### src/rtl/grid_pr_slot_multi_if.sv
// Handshake/bus bundle for the multi-input grid PR slot shell.
// Groups operand channels, OU-facing signals, result stream and LS gate.
interface grid_pr_slot_multi_if #(
    parameter int XLEN       = 32,
    parameter int NUM_INPUTS = 3,
    parameter int FIFO_DEPTH = 8
);
    localparam int CW = $clog2(FIFO_DEPTH) + 1;

    logic                       flush;
    logic [NUM_INPUTS*XLEN-1:0] data_in;
    logic [NUM_INPUTS-1:0]      data_valid_in;
    logic [NUM_INPUTS-1:0]      data_ready_in;
    logic [NUM_INPUTS*CW-1:0]   fifo_count;
    logic [NUM_INPUTS-1:0]      overflow_err;
    logic [NUM_INPUTS*XLEN-1:0] ou_data;
    logic [NUM_INPUTS-1:0]      ou_data_valid;
    logic [NUM_INPUTS-1:0]      ou_ack;
    logic [NUM_INPUTS-1:0]      ou_uses;
    logic [XLEN-1:0]            ou_result;
    logic                       ou_result_valid;
    logic                       ou_result_ready;
    logic [XLEN-1:0]            data_out;
    logic                       data_valid_out;
    logic                       data_ready_out;
    logic                       ou_new_request;
    logic                       ou_load;
    logic                       ou_request_stall;
    logic                       new_request;
    logic                       lsq_full;
    logic                       load_complete;

    modport slave (
        input  flush, data_in, data_valid_in, ou_ack, ou_uses,
        input  ou_result, ou_result_valid, data_ready_out,
        input  ou_new_request, ou_load, lsq_full, load_complete,
        output data_ready_in, fifo_count, overflow_err,
        output ou_data, ou_data_valid, ou_result_ready,
        output data_out, data_valid_out,
        output ou_request_stall, new_request
    );

    modport master (
        output flush, data_in, data_valid_in, ou_ack, ou_uses,
        output ou_result, ou_result_valid, data_ready_out,
        output ou_new_request, ou_load, lsq_full, load_complete,
        input  data_ready_in, fifo_count, overflow_err,
        input  ou_data, ou_data_valid, ou_result_ready,
        input  data_out, data_valid_out,
        input  ou_request_stall, new_request
    );
endinterface

### src/rtl/grid_pr_slot_multi.sv
// Grid PR slot shell: per-channel operand FIFOs, registered result stage,
// LS request gate with outstanding-load limit.
// Ports: clk, rst (sync, active-high), bus (grid_pr_slot_multi_if.slave).
module grid_pr_slot_multi #(
    parameter int XLEN            = 32,
    parameter int NUM_INPUTS      = 3,
    parameter int FIFO_DEPTH      = 8,
    parameter int MAX_OUTSTANDING = 4
) (
    input logic                  clk,
    input logic                  rst,
    grid_pr_slot_multi_if.slave  bus
);
    localparam int AW = $clog2(FIFO_DEPTH);
    localparam int CW = AW + 1;
    localparam int OW = $clog2(MAX_OUTSTANDING + 1);

    for (genvar g = 0; g < NUM_INPUTS; g++) begin : g_ch
        logic [XLEN-1:0] r_mem [FIFO_DEPTH];
        logic [AW-1:0]   r_wp;
        logic [AW-1:0]   r_rp;
        logic [CW-1:0]   r_cnt;
        logic            r_ovf;
        logic            w_full;
        logic            w_offer;
        logic            w_push;
        logic            w_pop;

        // Ready comes from the registered count only: no pop credit.
        assign w_full  = (r_cnt == CW'(FIFO_DEPTH));
        assign w_offer = bus.data_valid_in[g] & bus.ou_uses[g];
        assign w_push  = w_offer & ~w_full & ~bus.flush;
        assign w_pop   = bus.ou_ack[g] & (r_cnt != '0) & ~bus.flush;

        always_ff @(posedge clk) begin
            if (rst || bus.flush) begin
                r_wp  <= '0;
                r_rp  <= '0;
                r_cnt <= '0;
                r_ovf <= 1'b0;
            end else begin
                if (w_push) r_wp <= r_wp + 1'b1;
                if (w_pop)  r_rp <= r_rp + 1'b1;
                r_cnt <= r_cnt + CW'(w_push) - CW'(w_pop);
                if (w_offer && w_full) r_ovf <= 1'b1;
            end
        end

        // Storage needs no reset; pointers define validity.
        always_ff @(posedge clk) begin
            if (w_push) r_mem[r_wp] <= bus.data_in[g*XLEN +: XLEN];
        end

        assign bus.data_ready_in[g]            = ~w_full;
        assign bus.overflow_err[g]             = r_ovf;
        assign bus.fifo_count[g*CW +: CW]      = r_cnt;
        assign bus.ou_data_valid[g]            = (r_cnt != '0);
        assign bus.ou_data[g*XLEN +: XLEN]     = r_mem[r_rp];
    end

    logic [XLEN-1:0] r_dout;
    logic            r_vout;
    logic            w_rrdy;

    assign w_rrdy              = ~r_vout | bus.data_ready_out;
    assign bus.ou_result_ready = w_rrdy;
    assign bus.data_out        = r_dout;
    assign bus.data_valid_out  = r_vout;

    always_ff @(posedge clk) begin
        if (rst) begin
            r_dout <= '0;
            r_vout <= 1'b0;
        end else if (bus.flush) begin
            r_vout <= 1'b0;
        end else if (bus.ou_result_valid && w_rrdy) begin
            r_dout <= bus.ou_result;
            r_vout <= 1'b1;
        end else if (bus.data_ready_out) begin
            r_vout <= 1'b0;
        end
    end

    logic [OW-1:0] r_out;
    logic          w_block;
    logic          w_newreq;
    logic          w_inc;
    logic          w_dec;

    assign w_block  = bus.lsq_full | bus.flush
                    | (bus.ou_load & (r_out == OW'(MAX_OUTSTANDING)));
    assign w_newreq = bus.ou_new_request & ~w_block;
    assign bus.new_request      = w_newreq;
    assign bus.ou_request_stall = bus.ou_new_request & w_block;

    // A completion with nothing outstanding is a protocol error; ignore it.
    assign w_inc = w_newreq & bus.ou_load;
    assign w_dec = bus.load_complete & (r_out != '0);

    // Loads in flight still return across a flush, so only rst clears this.
    always_ff @(posedge clk) begin
        if (rst) begin
            r_out <= '0;
        end else if (w_inc && !w_dec) begin
            r_out <= r_out + 1'b1;
        end else if (w_dec && !w_inc) begin
            r_out <= r_out - 1'b1;
        end
    end
endmodule

### src/flat_wrapper.sv
// flat-port wrapper written by rule: the top's interface ports become plain ports
module grid_pr_slot_multi_flat 
#(
    parameter int XLEN            = 32,
    parameter int NUM_INPUTS      = 3,
    parameter int FIFO_DEPTH      = 8,
    parameter int MAX_OUTSTANDING = 4
)
  (clk, rst, bus_flush, bus_data_in, bus_data_valid_in, bus_ou_ack, bus_ou_uses, bus_ou_result, bus_ou_result_valid, bus_data_ready_out, bus_ou_new_request, bus_ou_load, bus_lsq_full, bus_load_complete, bus_data_ready_in, bus_fifo_count, bus_overflow_err, bus_ou_data, bus_ou_data_valid, bus_ou_result_ready, bus_data_out, bus_data_valid_out, bus_ou_request_stall, bus_new_request);
  grid_pr_slot_multi_if #(.XLEN(XLEN), .NUM_INPUTS(NUM_INPUTS), .FIFO_DEPTH(FIFO_DEPTH)) bus_i ();
  input logic clk;
  input logic rst;
  input wire logic [$bits(bus_i.flush)-1:0] bus_flush;
  input wire logic [$bits(bus_i.data_in)-1:0] bus_data_in;
  input wire logic [$bits(bus_i.data_valid_in)-1:0] bus_data_valid_in;
  input wire logic [$bits(bus_i.ou_ack)-1:0] bus_ou_ack;
  input wire logic [$bits(bus_i.ou_uses)-1:0] bus_ou_uses;
  input wire logic [$bits(bus_i.ou_result)-1:0] bus_ou_result;
  input wire logic [$bits(bus_i.ou_result_valid)-1:0] bus_ou_result_valid;
  input wire logic [$bits(bus_i.data_ready_out)-1:0] bus_data_ready_out;
  input wire logic [$bits(bus_i.ou_new_request)-1:0] bus_ou_new_request;
  input wire logic [$bits(bus_i.ou_load)-1:0] bus_ou_load;
  input wire logic [$bits(bus_i.lsq_full)-1:0] bus_lsq_full;
  input wire logic [$bits(bus_i.load_complete)-1:0] bus_load_complete;
  output wire logic [$bits(bus_i.data_ready_in)-1:0] bus_data_ready_in;
  output wire logic [$bits(bus_i.fifo_count)-1:0] bus_fifo_count;
  output wire logic [$bits(bus_i.overflow_err)-1:0] bus_overflow_err;
  output wire logic [$bits(bus_i.ou_data)-1:0] bus_ou_data;
  output wire logic [$bits(bus_i.ou_data_valid)-1:0] bus_ou_data_valid;
  output wire logic [$bits(bus_i.ou_result_ready)-1:0] bus_ou_result_ready;
  output wire logic [$bits(bus_i.data_out)-1:0] bus_data_out;
  output wire logic [$bits(bus_i.data_valid_out)-1:0] bus_data_valid_out;
  output wire logic [$bits(bus_i.ou_request_stall)-1:0] bus_ou_request_stall;
  output wire logic [$bits(bus_i.new_request)-1:0] bus_new_request;
  assign bus_i.flush = bus_flush;
  assign bus_i.data_in = bus_data_in;
  assign bus_i.data_valid_in = bus_data_valid_in;
  assign bus_i.ou_ack = bus_ou_ack;
  assign bus_i.ou_uses = bus_ou_uses;
  assign bus_i.ou_result = bus_ou_result;
  assign bus_i.ou_result_valid = bus_ou_result_valid;
  assign bus_i.data_ready_out = bus_data_ready_out;
  assign bus_i.ou_new_request = bus_ou_new_request;
  assign bus_i.ou_load = bus_ou_load;
  assign bus_i.lsq_full = bus_lsq_full;
  assign bus_i.load_complete = bus_load_complete;
  assign bus_data_ready_in = bus_i.data_ready_in;
  assign bus_fifo_count = bus_i.fifo_count;
  assign bus_overflow_err = bus_i.overflow_err;
  assign bus_ou_data = bus_i.ou_data;
  assign bus_ou_data_valid = bus_i.ou_data_valid;
  assign bus_ou_result_ready = bus_i.ou_result_ready;
  assign bus_data_out = bus_i.data_out;
  assign bus_data_valid_out = bus_i.data_valid_out;
  assign bus_ou_request_stall = bus_i.ou_request_stall;
  assign bus_new_request = bus_i.new_request;
  grid_pr_slot_multi #(.XLEN(XLEN), .NUM_INPUTS(NUM_INPUTS), .FIFO_DEPTH(FIFO_DEPTH), .MAX_OUTSTANDING(MAX_OUTSTANDING)) u_core (.clk(clk), .rst(rst), .bus(bus_i));
endmodule
### config.mk
export PLATFORM = sky130hd
export DESIGN_NAME = grid_pr_slot_multi_flat
export DESIGN_NICKNAME = d
export VERILOG_FILES = /design/src/rtl/grid_pr_slot_multi_if.sv /design/src/rtl/grid_pr_slot_multi.sv /design/src/flat_wrapper.sv
export SDC_FILE = /design/constraint.sdc
export NUM_CORES = 1
export LEC_CHECK = 0
export CORE_MARGIN = 3
export CORE_UTILIZATION = 53
export DETAILED_ROUTE_END_ITERATION = 16
export PLACE_DENSITY = 0.74
export SLEW_MARGIN = 20
export SYNTH_ARGS = -nofsm -noshare
export SYNTH_HDL_FRONTEND = slang
export SYNTH_SLANG_ARGS = --single-unit
### constraint.sdc
create_clock -name clk -period 6.3 [get_ports clk]
set_input_delay 1.26 -clock clk [delete_from_list [all_inputs] [get_ports clk]]
set_output_delay 1.26 -clock clk [all_outputs]
set_load 0.05 [all_outputs]
## Word level (Yosys, flattened, before mapping)

Memories as Yosys holds them, arrays and structs flattened. A register that Yosys moved wholly into a read port is not among the register bits.
Cells that the tools add are included.
W data, S select, Z words.

| operators by class | value |
|---|---|
| add/sub/neg operators | 14 |
| multiply operators | 0 |
| div/mod/pow operators | 0 |
| order comparisons | 0 |
| eq/ne operators | 4 |
| shifts and indexed selects | 0 |
| multiplexer cells | 16 |
| bitwise logic cells | 29 |
| reduce and logical (&&, ||, !) cells | 17 |

Operators by type and width:

| operator | number |
|---|---|
| $mux W3 | 8 |
| $add A3 B1 Y3 const B | 7 |
| $and A1 B1 Y1 | 20 |
| $add A4 B1 Y4 | 3 |
| $eq A4 B4 Y1 const B | 3 |
| $reduce_bool A4 Y1 | 3 |
| $sub A4 B1 Y4 | 3 |
| $mux W1 | 8 |
| $logic_and A1 B1 Y1 | 6 |
| $not A1 Y1 | 6 |
| $reduce_bool A2 Y1 | 2 |
| $eq A3 B3 Y1 const B | 1 |
| $or A1 B1 Y1 | 3 |
| $reduce_bool A3 Y1 | 1 |
| $sub A3 B1 Y3 const B | 1 |
| $logic_not A1 Y1 | 2 |
| $reduce_and A2 Y1 | 1 |
| $reduce_or A2 Y1 | 1 |
| $logic_or A1 B1 Y1 | 1 |

| storage, ports and cells | value |
|---|---|
| register bits after elaboration | 69 |
| latch bits | 0 |
| memory bits (writable) | 768 |
| ROM bits | 0 |
| output and inout port bits | 153 |
| memories kept | 3 |

Memories:

| memory | depth | width | read ports | clocked after Yosys merged registers in | write ports | RTL line | RTL |
|---|---|---|---|---|---|---|---|
| u_core.g_ch[0].r_mem | 8 | 32 | 1 | 1 | 1 | grid_pr_slot_multi.sv:19 | `logic [XLEN-1:0] r_mem [FIFO_DEPTH];` |
| u_core.g_ch[1].r_mem | 8 | 32 | 1 | 1 | 1 | grid_pr_slot_multi.sv:19 |  |
| u_core.g_ch[2].r_mem | 8 | 32 | 1 | 1 | 1 | grid_pr_slot_multi.sv:19 |  |

## Logic depth before layout (Yosys ltp)

Gate-level depths: netlist of run 1.

| depth | value |
|---|---|
| depth in word-level cells | 10 |
| depth in mapped cells | 11 |
| gate-level depth less buffers | 11 |

## Worst setup path before layout of run 1

No wires, ideal clock.

| timing | value |
|---|---|
| path kind | reg2reg |
| start point | register u_core.g_ch[2].r_cnt[2] |
| end point | memory u_core.g_ch[2].r_mem[0][0] (enable) |
| data arrival time | 5135 ps |
| required time | 5797 ps |
| setup slack | 662 ps |
| cell stages (with the launch flop) | 7 |
| buffers on the path | 1 |
| clock period less this slack | 5638 ps |
| cell sequence | dfxtp_1 -> inv_1 -> ha_1 -> or3b_2 -> clkbuf_1 -> nand2_1 -> nor4_1 |

| on the way | value |
|---|---|
| cells in the longest elaborated chain, start to end | 6 |

Ends and longest elaborated chain:

| element | RTL line | RTL |
|---|---|---|
| from (decl) | grid_pr_slot_multi.sv:22 | `logic [CW-1:0] r_cnt;` |
| from (signal assigned) | grid_pr_slot_multi.sv:44 | `r_cnt <= r_cnt + CW'(w_push) - CW'(w_pop);` |
| $eq A4 B4 Y1 | grid_pr_slot_multi.sv:30 | `assign w_full = (r_cnt == CW'(FIFO_DEPTH));` |
| $not A1 Y1 | n/a |  |
| via bus_data_ready_in[2] | flat_wrapper.sv:25 | `output wire logic [$bits(bus_i.data_ready_in)-1:0] bus_data_ready_in;` |
| $and A1 B1 Y1 (2 in series) | grid_pr_slot_multi.sv:32 | `assign w_push = w_offer & ~w_full & ~bus.flush;` |
| $mux W1 | grid_pr_slot_multi.sv:51 | `if (w_push) r_mem[r_wp] <= bus.data_in[g*XLEN +: XLEN];` |
| $mux W1 (implied by the code) | grid_pr_slot_multi.sv:51 |  |
| to (decl) | grid_pr_slot_multi.sv:19 |  |

The timed path passes the listed nets, and every way through them passes these cells.

==> summary.md, run 1 <==
| Metric | Value |
|---|---|
| Status | complete, no violations |
| Postcts setup bufs | 0 |
| Dpl hpwl | roughly 38000 um |
| CTS Root Cell | clkbuf_16 |
| R2R Setup Slk | roughly 3.5 ns |
| EDFF count, synth | 768 |
| Antenna viol nets, final | 0 |
| Slowest stage cell on the critical path | dfxtp_4 |
| Critical path type | reg -> out |
| Post-layout nets | 2059 |
| Vias/cell | roughly 5.8 |
| Core area | 0.0609 mm^2 |
| Net Count, Synth | roughly 1700 |
| Vias in the first global route | 16700 |
| FILL cells | ~3900 |
| Final setup violation count | 0 |
| Bufs and invs on worst path | 2 |
| Htree depth | 3 |
| Crit path DAT | ~3.6 ns |
| Netlist cell types | 40 |
| CTS hold repair buffers | 0 |
| First-pass GRT wire length | about 100000 um |
| Top FF cell, synth | edfxtp_1 |
| Hold depth | 2 |
| Crit path time final | between 4 and 5 ns |
| Compound-Gate Fraction of Synth Area | under 10% |
| Synthesis-to-layout area growth | 20.3% |
| Final Slew Violations | 0 |
| IO Pins | 299 |
| Row count | 90 |
| Synth Area in Adders | roughly 1.2% |
| CTS tree | built |
| CTS sink count | ~850 |
| Area of the multi-input gates | 0.00778 mm^2 |
| Max Cap Viol | 0 |
| Pin count of the biggest net entering global routing | 53 |
| Mapped cell area | between 0.03 and 0.04 mm^2 |
| Final Cycle Share | 77.6% |
| Syn Inst Count | between 1500 and 2000 |
| Final wirelength | around 66000 um |
| R2R depth | 7 |
| CP max stage delay | 1.00 ns |
| Worst reg2reg path startpoint | u_core.g_ch[0].r_cnt[2] |
| Clk_lat worst skew | about 0.63 ns |
| Worst-path cell chain | buf_4, mux4_1, mux2_2, clkdlybuf4s50_1 |
| Initial Util | approximately 54% |
| Cell area power density | between 200 and 300 mW/mm^2 |
| Critical Path Sink Type | primary output |
| Die area | 0.0651 mm^2 |
| Capturing point of the worst reg2reg path | u_core.g_ch[0].r_mem[6][10] |
| Critical Path Fanout Max | 52 |
| DIE HEIGHT | about 260 um |
| DRT Pass-1 Iters | 5 |
| Multiplexer share of the synthesized area | between 15 and 20% |
| Utilization after layout | 64.9% |
| Clock Pin Slew Worst Setup and Hold Paths | 0.06 ns |
| CTS max path bufs | 3 |
| Post-cts resize count | 0 |
| CP Capture Point | bus_ou_data[36] |
| Async SR Flop Fraction | 0% |
| F_max | around 0.20 GHz |
| Clk_skew | roughly 0.03 ns |
| Reg area | roughly 0.025 mm^2 |
| Routability-driven placement congestion ratio | ~0.76 |
| Die Wd | roughly 260 um |
| Fraction of the mapped netlist area in simple logic gates | between 2 and 2.5% |
| Proportion of layout cells with a drive suffix above 1 | ~19% |
| Static leakage | about 13 nW |
| Via count | between 15000 and 20000 |
| CP delay by family, top | buffers and inverters |
| Worst hold path type | reg -> reg |
| CTS buffer count | 84 |
| All-Layer GR Usage | between 20% and 30% |
| DR WL/cell | around 24 um |
| Setup TNS | 0 ns |
| Post-route DRC | 0 |
| Startpoint Class | register |
| Sequential share of the synthesized area | ~75% |
| Slew margin rel. | between 20 and 30% |
| Detailed Route Iter0 Violations | approximately 1100 |
| Mapped Avg Cell Area | ~21 um^2 |
| Yosys Warn Count | 0 |
| Unrepaired setup endpoints after global routing | false |
| IO buf count | between 200 and 300 |
| Critical path depth | 4 |
| Xor/xnor share of the synthesized area | less than 1% |
| Final Hold Fails | 0 |
| Peak VDD IR | roughly 0.23 mV |
| Flops & latches, synth | around 850 |
| Slew @ Worst Pin | roughly 1.1 ns |
| Grt ovf | 0 |
| Combinational family with the most area after synthesis | multiplexers |
| WP data required | approximately 5.0 ns |
| Initial antenna violation count | 9 |
-- registers in the layout (all words and copies together), names as in the netlist, named ones only --
name	cells
u_core.g_ch.r_mem	768
u_core.g_ch.r_ovf	3
u_core.bus.data_out	32
u_core.g_ch.r_rp	9
u_core.bus.data_valid_out	1
u_core.r_out	3
u_core.g_ch.r_cnt	12
u_core.g_ch.r_wp	9
-- per-stage QoR --
step	power (mW)	cell area [um^2]	std cells	hold slack (ns)	worst slack, ns
after floorplan	6.61	32900	1544	0.438	0.662
after global placement	6.88	36800	2625	0.452	2.00
after detailed placement	6.90	36800	2626	0.465	1.98
after CTS	11.7	39500	2782	0.478	1.31
after global routing	11.9	39500	2785	0.503	1.20
final	11.6	39600	2787	0.468	1.41
-- layer usage --
| layer | routed length (um) | up-vias | track usage [%] |
|---|---|---|---|
| li1 | - | 7116 | - |
| met1 | 27000 | 8280 | 26.9 |
| met2 | 32900 | 513 | 34.2 |
| met3 | 4410 | 127 | 5.23 |
| met4 | 1940 | 10 | 6.55 |
| met5 | 73 | - | 0 |
-- where the power goes --
group / switching (mW) / internal [mW] / total [mW] / leakage [nW]
Clock: 2.02 / 2.78 / 4.79 / 1.31
Combinational: 0.358 / 0.235 / 0.593 / 3.74
Sequential: 0.0240 / 6.16 / 6.19 / 7.55
Total: 2.40 / 9.17 / 11.6 / 12.6
-- layout make-up --
class                           instances  share of cell area [%]
Inverter                               33                   0.313
Clock buffer                          117                    6.02
Sequential cell                       846                    62.3
Antenna cell                            5                  0.0316
Timing Repair Buffer                  336                    8.28
Tap cell                              828                    2.62
Multi-Input combinational cell        583                    19.7
Clock inverter                         39                   0.775
-- kinds of logic (layout without fill, tap and decap cells) --
family / after synthesis / after routing
multiplexers: 298 / 298
flip-flops: 846 / 846
AO/OA/AOI/OAI: 104 / 104
other: 0 / 5
buffers and inverters: 115 / 525
AND/OR/NAND/NOR: 147 / 147
XOR/XNOR: 5 / 5
adder cells (fa/ha/maj): 29 / 29
-- tightest hold or removal path, stage by stage, from the launching register on --
cell and delay [ns]:
dfxtp_1 0.32, a31oi_1 0.04, nor2_1 0.07
-- worst min path at each step --
stage	from	endpoint	slack [ns]
after global routing	u_core.g_ch[2].r_ovf	u_core.g_ch[2].r_ovf	0.50
after CTS	u_core.g_ch[1].r_ovf	u_core.g_ch[1].r_ovf	0.48
final	u_core.g_ch[1].r_ovf	u_core.g_ch[1].r_ovf	0.47
after floorplan	u_core.g_ch[0].r_ovf	u_core.g_ch[0].r_ovf	0.44
after global placement	u_core.g_ch[1].r_ovf	u_core.g_ch[1].r_ovf	0.45
after detailed placement	u_core.g_ch[1].r_ovf	u_core.g_ch[1].r_ovf	0.46
-- cells in the mapped netlist (all sizes together), types with 3 or more instances --
| master | instances | area (um^2) |
|---|---|---|
| inv | 33 | 124 |
| clkbuf | 33 | 125 |
| nor2b | 3 | 18.8 |
| dfxtp | 78 | 1560 |
| nand3 | 40 | 200 |
| mux2i | 10 | 100 |
| nor2 | 27 | 101 |
| mux4 | 192 | 4730 |
| mux2 | 96 | 1080 |
| a21o | 3 | 22.5 |
| nor3b | 5 | 37.5 |
| or3 | 16 | 100 |
| ha | 25 | 313 |
| edfxtp | 768 | 23100 |
| buf | 49 | 369 |
| nor3 | 14 | 70.1 |
| a21oi | 51 | 255 |
| xor2 | 5 | 43.8 |
| and2 | 4 | 25.0 |
| o21ai | 45 | 225 |
| nand2b | 7 | 43.8 |
| fa | 4 | 80.1 |
| nand2 | 21 | 78.8 |
-- cell usage in the layout (no fill, tap or decap), types with 16 or more instances in the layout --
| master | Yosys | layout |
|---|---|---|
| o21ai_0 | 45 | 45 |
| clkbuf_16 | 0 | 88 |
| clkdlybuf4s50_1 | 0 | 297 |
| inv_1 | 33 | 33 |
| mux2_2 | 95 | 95 |
| clkbuf_1 | 32 | 22 |
| buf_4 | 3 | 37 |
| mux4_2 | 84 | 84 |
| or3_1 | 16 | 16 |
| nand2_1 | 21 | 21 |
| nand3_1 | 40 | 40 |
| a21oi_1 | 51 | 51 |
| edfxtp_1 | 768 | 768 |
| mux4_1 | 108 | 108 |
| dfxtp_1 | 78 | 72 |
| ha_1 | 25 | 25 |
(Power assumes the default switching activity.)
==> run 2: changes to the inputs <==
CORE_UTILIZATION = 52   (was 53)
PLACE_DENSITY = 0.76   (was 0.74)
clock period = 4.1 ns   (was 6.3 ns; I/O delays follow)
==> summary.md, run 2 (same netlist as run 1, synthesis figures left out) <==
| Metric | Value |
|---|---|
| Status | complete, no violations |
| Utilization after layout | 64.4% |
| Initial antenna violation count | 6 |
| DR WL/cell | about 24 um |
| Worst-path cell chain | buf_4, mux4_1, mux2_2, clkdlybuf4s50_1 |
| Vias in the first global route | between 15000 and 20000 |
| Critical path type | reg -> out |
| CTS tree | built |
| Pin count of the biggest net entering global routing | 65 |
| Slew @ Worst Pin | ~1.1 ns |
| Dpl hpwl | approximately 40000 um |
| Crit path DAT | 3.14 ns |
| Die area | between 0.06 and 0.07 mm^2 |
| CTS Root Cell | clkbuf_16 |
| PnR worst setup slack | approximately 0.14 ns |
| FILL cells | between 4000 and 5000 |
| Crit path time final | 3.96 ns |
| R2R Setup Slk | approximately 1.4 ns |
| R2R depth | 7 |
| CP delay by family, top | buffers and inverters |
| Final Slew Violations | 0 |
| Clk_skew | 0.0166 ns |
| Cell area power density | 452 mW/mm^2 |
| DRT Pass-1 Iters | 5 |
| Reg area | 0.0246 mm^2 |
| Post-layout nets | roughly 2100 |
| Capturing point of the worst reg2reg path | u_core.g_ch[1].r_mem[7][15] |
| Final wirelength | just under 70000 um |
| CTS sink count | 846 |
| Clock Pin Slew Worst Setup and Hold Paths | 0.06 ns |
| Final Hold Fails | 0 |
| Routability-driven placement congestion ratio | approximately 0.77 |
| Max Cap Viol | 0 |
| Htree depth | 3 |
| Via count | ~16000 |
| Bufs and invs on worst path | 2 |
| Clk_lat worst skew | 0.63 ns |
| Setup TNS | 0 ns |
| CP max stage delay | about 0.70 ns |
| Slew margin rel. | slightly below 30% |
| Max reg flops | around 770 |
| Slowest stage cell on the critical path | clkdlybuf4s50_1 |
| All-Layer GR Usage | slightly above 20% |
| Critical Path Sink Type | primary output |
| CTS max path bufs | 3 |
| Die Wd | 257 um |
| Synthesis-to-layout area growth | 21.8% |
| HP Start | u_core.bus.data_out[11] |
| WP data required | around 3.3 ns |
| Antenna viol nets, final | 0 |
| Final Cycle Share | just under 100% |
| Peak VDD IR | roughly 0.36 mV |
| Final setup violation count | 0 |
| First-pass GRT wire length | about 100000 um |
| Core area | between 0.06 and 0.07 mm^2 |
| IO Pins | 299 |
| CP Capture Point | bus_ou_data[3] |
| F_max | about 0.25 GHz |
| Unrepaired setup endpoints after global routing | false |
| Startpoint Class | register |
| Worst hold path type | reg -> reg |
| Static leakage | 12.8 nW |
| Worst reg2reg path startpoint | u_core.g_ch[1].r_cnt[2] |
| Grt ovf | 0 |
| Post-route DRC | 0 |
| CTS buffer count | between 80 and 90 |
| IO buf count | a little under 300 |
| Biggest register | u_core.g_ch.r_mem |
| DIE HEIGHT | ~260 um |
| Row count | between 90 and 100 |
| CTS hold repair buffers | 0 |
| Most common cell after layout, fill and taps aside | edfxtp_1 |
| Most frequent cells in the layout | edfxtp_1, clkdlybuf4s50_1, mux4_1, mux2_2, clkbuf_16 |
| Critical Path Fanout Max | 20 |
| Detailed Route Iter0 Violations | between 1000 and 1500 |
| Pre-CTS WS | 0.718 ns |
| Vias/cell | 5.73 |
| Area of the multi-input gates | around 0.0079 mm^2 |
| Critical path depth | 4 |
| Initial Util | between 50% and 60% |
| Proportion of layout cells with a drive suffix above 1 | between 10% and 20% |
run 2: changes by cell type in the layout (fill, tap and decap cells not counted), sizes merged:
cell           previous run  this run
buf                      39        50
clkbuf                  117       107
clkdlybuf4s50           297       289
dlymetal6s2s              0         6
bufinv                    3         8
clkinvlp                  3         8
diode                     5         1
clkinv                   30        27
inv                      36        37
run 2: power breakdown:
part | total (mW) | internal [mW] | switching, mW
clock network | 7.68 | 4.50 | 3.18
logic | 0.933 | 0.370 | 0.563
registers | 9.50 | 9.47 | 0.0367
total | 18.1 | 14.3 | 3.78
run 2: per-layer routing:
layer | track usage, % | share of wire [%]
met3 | 5.01 | 6.2
met5 | 0 | 0.085
met1 | 27.2 | 40
met2 | 34.9 | 51
met4 | 5.39 | 2.0
run 2: per-stage QoR:
stage / hold slack (ns) / instance area (um^2) / instances / total power, mW
6_report: 0.475 / 40000 / 2799 / 18.1
5_1_grt: 0.500 / 40000 / 2798 / 18.7
4_1_cts: 0.476 / 40000 / 2797 / 18.3
3_5_place_dp: 0.457 / 37200 / 2643 / 10.6
3_3_place_gp: 0.451 / 37200 / 2643 / 10.6
2_1_floorplan: 0.438 / 32900 / 1544 / 10.2
run 2: area by class of cell:
class	count	share of cell area, %
Clock inverter	47	1.29
Antenna cell	1	0.00625
Clock buffer	107	5.72
Inverter	33	0.309
Tap cell	837	2.62
Multi-Input combinational cell	583	19.6
Timing Repair Buffer	345	8.93
Sequential cell	846	61.5
run 2: worst min path at each step:
stage                                          to  slack, ns  cells past startpoint
final                     u_core.bus.data_out[11]       0.48                      2
after global routing         u_core.g_ch[1].r_ovf       0.50                      2
after CTS                 u_core.bus.data_out[14]       0.48                      2
after detailed placement     u_core.g_ch[2].r_ovf       0.46                      1
after global placement       u_core.g_ch[1].r_ovf       0.45                      2
after floorplan              u_core.g_ch[0].r_ovf       0.44                      2
run 2: worst register-to-register path, stage by stage, from the launching register on:
cell and delay [ns]:
dfxtp_1 0.33, inv_1 0.08, ha_1 0.19, nor3b_1 0.17, buf_4 0.19, or4b_1 0.70, nor2_4 0.17, buf_4 0.46
run 2: repair_timing:
item                       CTS  global route
gates resized for setup      0             6
setup endpoints to repair    0             7
setup buffers                0             1
